<file path="config.mk">
export PLATFORM = sky130hd
export DESIGN_NAME = pwm_ramp_ctrl
export DESIGN_NICKNAME = d
export VERILOG_FILES = /design/src/rtl/pwm_ramp_ctrl.sv
export SDC_FILE = /design/constraint.sdc
export NUM_CORES = 1
export LEC_CHECK = 0
export ABC_AREA = 1
export BUFFER_PORTS_ARGS = -buffer_cell sky130_fd_sc_hd__buf_2
export CORE_ASPECT_RATIO = 1.1
export CORE_MARGIN = 3
export CORE_UTILIZATION = 30
export CTS_BUF_LIST = sky130_fd_sc_hd__clkbuf_16
export DETAILED_ROUTE_END_ITERATION = 12
export PLACE_DENSITY = 0.44
export SLEW_MARGIN = 0
export SYNTH_ARGS = -nofsm -noshare
export SYNTH_HDL_FRONTEND = slang
export SYNTH_SLANG_ARGS = --single-unit
export TNS_END_PERCENT = 100
</file>
<file path="constraint.sdc">
create_clock -name clk -period 9.9 [get_ports clk]
set_input_delay 1.485 -clock clk [delete_from_list [all_inputs] [get_ports clk]]
set_output_delay 1.485 -clock clk [all_outputs]
set_load 0.005 [all_outputs]
</file>
<file path="src/rtl/pwm_ramp_ctrl.sv">
// pwm_ramp_ctrl
// Soft-start / soft-stop sequencer for an 8-bit pwm generator. Owns the
// pwm duty and period inputs and walks duty toward a commanded target in
// fixed steps. Every change lands on a PWM period boundary. An internal
// period counter runs in lock-step with the pwm counter.
//
// Ports
//   clk, rst       : clock, synchronous active-high reset
//   cfg_valid      : new target offered
//   cfg_ready      : target can be accepted (IDLE/HOLD and no stop)
//   cfg_duty       : target duty
//   cfg_period     : target period (0 treated as 1)
//   cfg_step       : duty change per step (0 treated as 1)
//   cfg_div        : period ticks per step (0 treated as 1)
//   stop           : ramp duty down to 0, then go idle
//   duty, period   : drive pwm.duty / pwm.period
//   period_tick    : last cycle of each PWM period
//   busy           : ramping (RAMP or STOP)
//   done           : one-cycle pulse when a ramp completes
module pwm_ramp_ctrl #(
    parameter logic [7:0] PERIOD_RST = 8'd220
) (
    input  logic       clk,
    input  logic       rst,
    input  logic       cfg_valid,
    output logic       cfg_ready,
    input  logic [7:0] cfg_duty,
    input  logic [7:0] cfg_period,
    input  logic [7:0] cfg_step,
    input  logic [7:0] cfg_div,
    input  logic       stop,
    output logic [7:0] duty,
    output logic [7:0] period,
    output logic       period_tick,
    output logic       busy,
    output logic       done
);

    localparam int DATA_W = 8;
    typedef logic [DATA_W-1:0] word_t;

    typedef enum logic [1:0] {
        S_IDLE,
        S_RAMP,
        S_HOLD,
        S_STOP
    } state_t;

    state_t state, state_n;

    word_t cnt, cnt_n;
    word_t period_eff;
    word_t duty_n, period_n;
    word_t dcnt, dcnt_n, dcnt_dec;
    word_t duty_c, duty_s;
    word_t tgt_period, tgt_duty, step, div;
    logic  done_n;
    logic  accept;
    logic  ld_cfg, ld_stop;

    // Zero means "one" for period, step and divider.
    function automatic word_t nz(input word_t v);
        return (v == '0) ? 8'd1 : v;
    endfunction

    function automatic word_t min_w(input word_t a, input word_t b);
        return (a < b) ? a : b;
    endfunction

    // Upward step, summed one bit wider so it can never wrap past lim.
    function automatic word_t sat_up(input word_t cur, input word_t stp, input word_t lim);
        logic [DATA_W:0] sum;
        sum = {1'b0, cur} + {1'b0, stp};
        return (sum > {1'b0, lim}) ? lim : sum[DATA_W-1:0];
    endfunction

    // Downward step; caller guarantees cur >= lim, so cur - lim cannot underflow.
    function automatic word_t sat_dn(input word_t cur, input word_t stp, input word_t lim);
        return ((cur - lim) > stp) ? (cur - stp) : lim;
    endfunction

    assign busy      = (state == S_RAMP) || (state == S_STOP);
    assign cfg_ready = ((state == S_IDLE) || (state == S_HOLD)) && !stop;
    assign accept    = cfg_valid && cfg_ready;

    always_comb begin
        state_n  = state;
        duty_n   = duty;
        period_n = period;
        dcnt_n   = dcnt;
        done_n   = 1'b0;
        ld_cfg   = 1'b0;
        ld_stop  = 1'b0;
        duty_s   = duty;

        period_eff  = (period == '0) ? 8'd1 : period;
        period_tick = (cnt == period_eff - 8'd1);
        cnt_n       = period_tick ? '0 : cnt + 8'd1;

        // A period shrink clamps duty on every tick, not just on step ticks.
        duty_c   = min_w(duty, tgt_period);
        dcnt_dec = dcnt - 8'd1;

        if (stop && ((state == S_RAMP) || (state == S_HOLD))) begin
            ld_stop = 1'b1;
            dcnt_n  = div;
            state_n = S_STOP;
        end else if (accept) begin
            ld_cfg  = 1'b1;
            dcnt_n  = nz(cfg_div);
            state_n = S_RAMP;
        end else if (period_tick && busy) begin
            period_n = tgt_period;
            duty_n   = duty_c;
            dcnt_n   = dcnt_dec;
            if (dcnt_dec == '0) begin
                dcnt_n = div;
                duty_s = (duty_c < tgt_duty) ? sat_up(duty_c, step, tgt_duty)
                                             : sat_dn(duty_c, step, tgt_duty);
                duty_n = duty_s;
                if (duty_s == tgt_duty) begin
                    done_n  = 1'b1;
                    state_n = (state == S_RAMP) ? S_HOLD : S_IDLE;
                end
            end
        end
    end

    always_ff @(posedge clk) begin
        if (rst) begin
            state  <= S_IDLE;
            cnt    <= '0;
            duty   <= '0;
            period <= PERIOD_RST;
            dcnt   <= 8'd1;
            done   <= 1'b0;
        end else begin
            state  <= state_n;
            cnt    <= cnt_n;
            duty   <= duty_n;
            period <= period_n;
            dcnt   <= dcnt_n;
            done   <= done_n;
        end
    end

    // Target registers are only meaningful once loaded by an accept.
    always_ff @(posedge clk) begin
        if (ld_cfg) begin
            tgt_period <= nz(cfg_period);
            tgt_duty   <= min_w(cfg_duty, nz(cfg_period));
            step       <= nz(cfg_step);
            div        <= nz(cfg_div);
        end else if (ld_stop) begin
            tgt_duty <= '0;
        end
    end

endmodule

</file>
== Word-level counts from Yosys, hierarchy flattened ==
Cells that the tools add are included.
Widths: inputs -> output; s select.
Cells by class
  $add $sub $neg: 6
  order comparisons: 5
  equal/unequal tests: 5
  multiplexer cells: 25
  bitwise logic cells: 4
  reduce and logical (&&, ||, !) cells: 22
Operators by type and width (number)
  $mux 8: 15
  $logic_not 8->1: 5
  $lt 8x8->1: 3
  $eq 8x8->1: 2
  $sub 8x1->8 const B: 2
  $sub 8x8->8: 2
  $mux 2: 6
  $add 8x8->9: 1
  $gt 9x8->1: 1
  $reduce_bool 3->1: 3
  $add 8x1->8 const B: 1
  $gt 8x8->1: 1
  $reduce_and 3->1: 2
  $reduce_or 5->1: 1
  $eq 2x2->1 const B: 2
  $logic_and 1x1->1: 4
  $mux 1: 4
  $not 1->1: 4
  $logic_or 1x1->1: 3
  $eq 2x1->1 const B: 1
  $logic_not 2->1: 1
  $reduce_bool 2->1: 1
  $reduce_or 2->1: 1
  $logic_not 1->1: 1
Word-level totals
  bits in registers: 67
  input bits: 36

== Logic depth before layout (Yosys ltp) ==
Gate-level depths: netlist of the first run.
  depth in word-level cells: 12
  mapped depth: 40
  mapped depth without buffers: 39

== Worst setup path after synthesis of the first run ==
No wires, ideal clock.
  path type: reg-to-reg
  from: reg tgt_period[1]
  to: reg state[1]
  library setup time: 0.115 ns
  data arrival time: 4.588 ns
  data required time: 9.785 ns
  path slack: 5.198 ns
  cell stages (with the launch flop): 36
  clock period less this slack: 4.702 ns
  cell sequence: edfxtp_1 -> inv_1 -> ha_1 -> a21boi_0 -> o211ai_1 -> nand2_1 -> nand4_1 -> o211ai_1 -> o21ai_0 -> inv_1 -> fa_1 -> nor2_4 -> nand2_1 -> nand2_2 -> nand2_2 -> nand2_1 -> xor2_1 -> ha_1 -> a21o_1 -> a21oi_1 -> nand2_1 -> nand2_1 -> nand2_1 -> nand2_2 -> nand2_4 -> buf_6 -> nand2_2 -> nand3_2 -> nand2_1 -> nand2_1 -> nand2_1 -> nand2_2 -> nor2_4 -> nand3_2 -> a21oi_1 -> nor2_1
Between the ends
  word-level cells in the longest chain between the ends: 9
  elaborated cells between the ends (all ways): 14
  classes of those cells: 3 x add/sub; 4 x order compare; 1 x eq/ne; 4 x mux; 2 x reduce/logical
RTL lines
  start: declaration: RTL line 56  | word_t tgt_period, tgt_duty, step, div;
  start signal: assignment: RTL line 150  | tgt_period <= nz(cfg_period);
  $lt 8x8->1: RTL line 67  | return (a < b) ? a : b;
  $mux 8 (*): RTL line 67
  $add 8x8->9 or $sub 8x8->8 (tied branches): RTL line 73, 79
  $gt 9x8->1 or $gt 8x8->1 (tied branches): RTL line 74, 79
  $mux 8, on equally long branches: RTL line 74, 79
  $mux 8 (*): RTL line 118  | duty_s = (duty_c < tgt_duty) ? sat_up(duty_c, step, tgt_duty)
  $eq 8x8->1 (*): RTL line 121  | if (duty_s == tgt_duty) begin
  $reduce_bool 3->1 (no source line) (*)
  $reduce_and 3->1 (no source line) (*)
  end signal: assignment: RTL line 138  | state <= state_n;
  end: declaration: RTL line 49  | state_t state, state_n;
Mark *: on every way between the ends. The rest lies on a longest branch, timed or not.
A chain may end at the register's enable or synchronous reset.

== Worst setup path in the final report of the first run ==
Ends and elaborated chain as after synthesis.

==> reports/results.tsv, run 1 <==
metric	value	unit
cts_root_buf	clkbuf_16	
ys_seq_elements	67	
fin_crit_sh	0.621	
globalRouteMet1Util	0.230	
cts_htree_levels	3	
fillCellCount	1979	
startpoint_type	register	
r2r-start	tgt_period[1]$_DFFE_PP_	
grt_use_met2	0.252	
n_antenna_cell	0	
rsz0062_at_grt	no	
areaGrowthSynthToFinish	12.8	%
stdcell_count	1039	
drive_gt1_frac	0.149	
maxSlewHeadroom	0.293	
stdcell_area	6340	µm²
cts_tree	yes	
cpMostUsedCell	nand2_1	
vdd_drop_max	0.111	mV
clock_skew	0.0158	ns
power_switching	0.505	mW
synth.area.top_cells	edfxtp_1 (17%), ha_1 (14%), dfxtp_1 (12%)	
drt_iter0_markers	304	
yosysWarningCount	0	
worst_r2r_path_depth	34	
min_path_cells	2	
grt_max_degree	37	
post-route-util	0.351	
grt.total_usage	0.163	
grt_pass1_vias	4837	
core	18100	µm²
grt.busiest_layer	met2	
setup_viol	0	
critPathArrivalTime	6.38	ns
overflow	0	
p_per_area	188	nW/µm²
placed_area	6040	µm²
grt_use_met3	0.0299	
yosysSeqAreaShare	0.296	
die-area	20400	µm²
synth_simple_gate_area_frac	0.249	
seq_area	1660	µm²
slowest_stage	o21ai_0	
drc_errors	0	
clock_latency	0.35	ns
antenna_found_initial	0	
fin_tns_setup	0	ns
vias	5030	
finalPower	1.19	mW
synth_top_family_by_area	simple AND/OR/NAND/NOR gates	
hold_ws	0.493	ns
cts_hold_buffers	0	
tightest_slew	1.06	ns
die_x	136	µm
dp_slack	3.79	ns
viasPerCell	4.84	
cts.clk_slew.worst_paths	0.06	ns
synth_fp_nets	865	
hold_viol_final	0	
syn_inst	764	
hold_end	cnt[7]$_SDFF_PP0_	
rows	51	
r2r_slack	3.76	ns
maxCapViolations	0	
p_int	0.686	mW
grt_pass1_wl	25800	µm
synth-edff-count	32	
timing.rr.end	state[1]$_SDFFE_PP0P_	
period_needed	6.14	ns
combPwrFrac	0.421	
synth_cell_types	46	
final.setup.worst_slack	3.76	ns
synthAdderAreaFrac	0.149	
hold_path_class	register to register	
p_clk_frac	0.273	
synth_top_cell_by_area	edfxtp_1	
ctsResizeCount	0	
synth_compound_area_frac	0.154	
portBuffers	55	
antenna_left	0	
power_frac_seq	0.306	
p_leak	3.18	nW
crit_path_end_kind	register	
worstSetupPathType	register to register	
gp_congestion	0.917	
cp_max_fo	16	
netlist.area_leader.share	0.171	
clock_sinks	67	
min-delay-start	cnt[7]$_SDFF_PP0_	
drv_slew	0	
initial_core_util	0.311	
io_pins	56	
outcome	complete, no violations	
die_h	149	µm
detail_route.first_pass.iterations	7	
ys.flop_type	dfxtp_1	
syn_area	5620	µm²
numCtsBuffers	9	
post_drt_wl_per_cell	15.4	µm
clock.fmax	163	MHz
cpPeakStageDelay	0.84	ns
synth_mux_area_frac	0	
cts_setup_buffers	0	
ys_async_sr_fraction	0	
syn_area_per_cell	7.35	µm²
place_inst	1023	
totalWireLength	16000	µm
swShare	0.424	
final_nets	897	
multi_input_area	3340	µm²
dpl.hpwl	12800	µm
synthXorXnorAreaFrac	0.0421	
cts_max_path_buffers	2	
worst_ep_required_time	10.13	ns
-- power groups by stage --
stage / clock [mW] / sequential [mW] / combinational, mW
3_3_place_gp: 0 / 0.369 / 0.496
3_5_place_dp: 0 / 0.369 / 0.499
6_report: 0.326 / 0.364 / 0.501
5_1_grt: 0.349 / 0.368 / 0.579
4_1_cts: 0.338 / 0.364 / 0.503
2_1_floorplan: 0 / 0.357 / 0.388
-- cell families (layout without fill, tap and decap cells) --
kind of cell | Yosys count | count (layout)
flops | 67 | 67
simple gates | 303 | 303
fa+ha+maj | 65 | 65
xor+xnor | 27 | 27
buf+inv | 156 | 193
compound gates | 146 | 146
-- how the worst max path moves through the flow --
stage,from,to,slack (ns),cells after the start
after global routing,tgt_period[1]$_DFFE_PP_,state[0]$_SDFFE_PP0P_,3.24,34
after floorplan,tgt_period[1]$_DFFE_PP_,state[1]$_SDFFE_PP0P_,5.20,35
after global placement,tgt_period[1]$_DFFE_PP_,state[1]$_SDFFE_PP0P_,3.83,34
final,tgt_period[1]$_DFFE_PP_,state[1]$_SDFFE_PP0P_,3.76,34
after detailed placement,tgt_period[1]$_DFFE_PP_,state[1]$_SDFFE_PP0P_,3.79,34
after CTS,tgt_period[1]$_DFFE_PP_,state[1]$_SDFFE_PP0P_,3.77,34
-- cell usage after synthesis, types with 2 or more instances --
cell / count
dfxtp_1: 35
nor2_4: 3
a211oi_1: 7
buf_4: 2
xnor2_1: 6
nand2_1: 148
nor4_1: 3
edfxtp_1: 32
nand3_2: 7
clkbuf_1: 25
nor2_2: 6
or2_2: 4
ha_1: 62
nand4_1: 9
nand3_1: 54
buf_6: 2
o21ai_2: 3
fa_1: 3
nand2_4: 2
o21ai_1: 3
nor2_1: 47
inv_2: 9
inv_1: 110
a31oi_1: 3
a21oi_1: 57
nor3_1: 8
nand2_2: 8
o21bai_1: 2
o21ai_0: 37
xor2_1: 21
o211ai_1: 19
buf_2: 8
a21o_1: 6
-- layer usage --
| layer | routed length, µm | up-vias | share of wire |
|---|---|---|---|
| met5 | 0 | - | 0 |
| met4 | 320 | 0 | 0.020 |
| met3 | 608 | 23 | 0.038 |
| met2 | 7180 | 123 | 0.45 |
| met1 | 7860 | 2296 | 0.49 |
| li1 | - | 2588 | - |
-- area by class of cell --
class,instances,share of cell area
clock buffer,10,0.0395
clock inverter,6,0.00731
inverter,119,0.0705
multi-input combinational,541,0.526
sequential,67,0.262
tap,238,0.0470
timing repair buffer,58,0.0470
-- cell usage in the layout, fill, tap and decap left out, drive strengths merged, types with 2 or more instances in the layout --
cell	n
nor3	8
nand4	9
a21o	6
xor2	21
clkinv	4
ha	62
buf	58
nor2	57
or2	5
nand2	158
a31oi	3
dfxtp	35
inv	121
a21oi	59
o211ai	19
fa	3
o21bai	2
nand3	61
nor4	3
edfxtp	32
o21ai	43
clkbuf	10
xnor2	6
a211oi	7
-- state kept, by name, summed over array words and instances (netlist names) --
register / count
tgt_period: 8
period: 8
state: 2
tgt_duty: 8
dcnt: 8
done: 1
div: 8
cnt: 8
step: 8
duty: 8
-- critical path: cells and delay by family, from the launching register on --
kind | cells | cell delay [ns]
AOI/OAI and AO/OA | 7 | 1.98
xor gates and xnor gates | 1 | 0.27
adders and majority gates | 3 | 1.05
buffers and inverters | 2 | 0.40
DFF | 1 | 0.40
and+or+nand+nor | 21 | 1.97
Note: power is estimated with default switching activity, not from simulation.
==> run 2, diff against run 1 <==
Clock period 9.9 ns to 6.15 ns, I/O delays scaled along.
==> run 2 against run 1 <==
Register-to-register slack lost 3.0 ns. Critical path depth grew 2. Sequential power grew 61%. Clock-buffer cell count is the same. Sequential share of layout area shrank 0.30 points. Setup slack lost 3.0 ns. Via count shrank 0.87%. Worst hold slack gained 0.0082 ns. Core utilization grew 0.40 points. Critical path type unchanged. Critical endpoint unchanged. Largest cell class unchanged.
==> reports/results.tsv, run 2 (synthesis results as in run 1) <==
metric	value	unit
outcome	complete, no violations	
slowest_stage	a21oi_1	
fin_tns_setup	0	ns
cts_max_path_buffers	2	
rows	51	
place_inst	1029	
crit_path_end_kind	register	
die_h	149	µm
placed_area	6080	µm²
final_cell_mix	nand2_1 (148), inv_1 (110), ha_1 (62)	
portBuffers	55	
hold_ws	0.501	ns
fin_crit_sh	0.884	
min-delay-start	cnt[7]$_SDFF_PP0_	
cts_tree	yes	
drv_slew	0	
vdd_drop_max	0.140	mV
io_pins	56	
totalWireLength	15900	µm
setup_viol	0	
clock.fmax	184	MHz
hold_viol_final	0	
clock_sinks	67	
cts_htree_levels	3	
maxCapViolations	0	
critPathArrivalTime	5.68	ns
r2r_slack	0.71	ns
tightest_slew	0.638	ns
cts_hold_buffers	0	
cts.clk_slew.worst_paths	0.07	ns
drive_gt1_frac	0.156	
rsz0062_at_grt	no	
vias	4986	
cpMostUsedCell	nand2_1	
detail_route.first_pass.iterations	6	
clock_latency	0.35	ns
die_x	136	µm
timing.rr.end	state[1]$_SDFFE_PP0P_	
min_path_cells	2	
drt_iter0_markers	310	
antenna_found_initial	0	
cts_setup_buffers	0	
gp_congestion	0.856	
stdcell_area	6410	µm²
cpPeakStageDelay	0.51	ns
numCtsBuffers	9	
grt_max_degree	34	
antenna_left	0	
finalPower	1.98	mW
final_nets	903	
p_per_area	309	nW/µm²
p_leak	3.23	nW
hold_path_class	register to register	
final.setup.worst_slack	0.710	ns
grt_pass1_vias	4855	
dpl.hpwl	12900	µm
maxSlewHeadroom	0.575	
layout_commonest_cell	nand2_1	
post_drt_wl_per_cell	15.2	µm
n_antenna_cell	0	
cp_max_fo	11	
cts_root_buf	clkbuf_16	
die-area	20400	µm²
drc_errors	0	
r2r-start	tgt_period[1]$_DFFE_PP_	
startpoint_type	register	
fillCellCount	1901	
dp_slack	0.757	ns
worst_ep_required_time	6.39	ns
post-route-util	0.355	
grt.total_usage	0.162	
stdcell_count	1045	
core	18100	µm²
clock_skew	0.0135	ns
initial_core_util	0.311	
worst_r2r_path_depth	36	
viasPerCell	4.77	
hold_end	cnt[7]$_SDFF_PP0_	
period_needed	5.44	ns
grt_pass1_wl	25500	µm
areaGrowthSynthToFinish	14.1	%
worstSetupPathType	register to register	
ctsResizeCount	0	
overflow	0	
-- run 2: changes by cell type in the layout (fill, tap and decap cells not counted) --
cell,delta
buf_4,+6
bufinv_16,+1
clkinv_1,-1
clkinv_2,-1
clkinv_4,-2
inv_4,+1
inv_6,+2
-- run 2: power breakdown --
group | switching (mW) | internal (mW) | total (mW)
logic | 0.539 | 0.272 | 0.811
registers | 0.0522 | 0.534 | 0.587
clock network | 0.234 | 0.347 | 0.581
total | 0.825 | 1.15 | 1.98
-- run 2: metal layers --
| metal | global-route usage | up-vias | wire length, µm |
|---|---|---|---|
| li1 | - | 2600 | - |
| met1 | 0.223 | 2260 | 7620 |
| met2 | 0.262 | 112 | 7350 |
| met3 | 0.0306 | 14 | 726 |
| met4 | 0.0418 | 0 | 194 |
| met5 | 0 | - | 0 |
-- run 2: cell type report --
class	count	area, µm²	share of cell area
clock buffer	10	250	0.0390
clock inverter	6	73.8	0.0115
inverter	119	447	0.0697
multi-input combinational	541	3340	0.520
sequential	67	1660	0.259
tap	238	298	0.0465
timing repair buffer	64	343	0.0535
-- run 2: critical path, delay by kind of cell, from the launching register on --
family / cells / cell delay, ns
simple gates: 22 / 1.97
flops: 1 / 0.34
buf+inv: 4 / 0.53
xor+xnor: 1 / 0.26
fa+ha+maj: 3 / 0.97
compound gates: 6 / 1.29
-- run 2: worst max path at each step --
stage          slack, ns               endpoint                    start  depth (start not counted)
2_1_floorplan       1.45  state[1]$_SDFFE_PP0P_  tgt_period[1]$_DFFE_PP_                         35
3_3_place_gp        0.82  state[1]$_SDFFE_PP0P_  tgt_period[1]$_DFFE_PP_                         36
3_5_place_dp        0.76  state[1]$_SDFFE_PP0P_  tgt_period[1]$_DFFE_PP_                         36
4_1_cts             0.74  state[1]$_SDFFE_PP0P_  tgt_period[1]$_DFFE_PP_                         36
5_1_grt             0.22  state[1]$_SDFFE_PP0P_  tgt_period[1]$_DFFE_PP_                         37
6_report            0.71  state[1]$_SDFFE_PP0P_  tgt_period[1]$_DFFE_PP_                         36
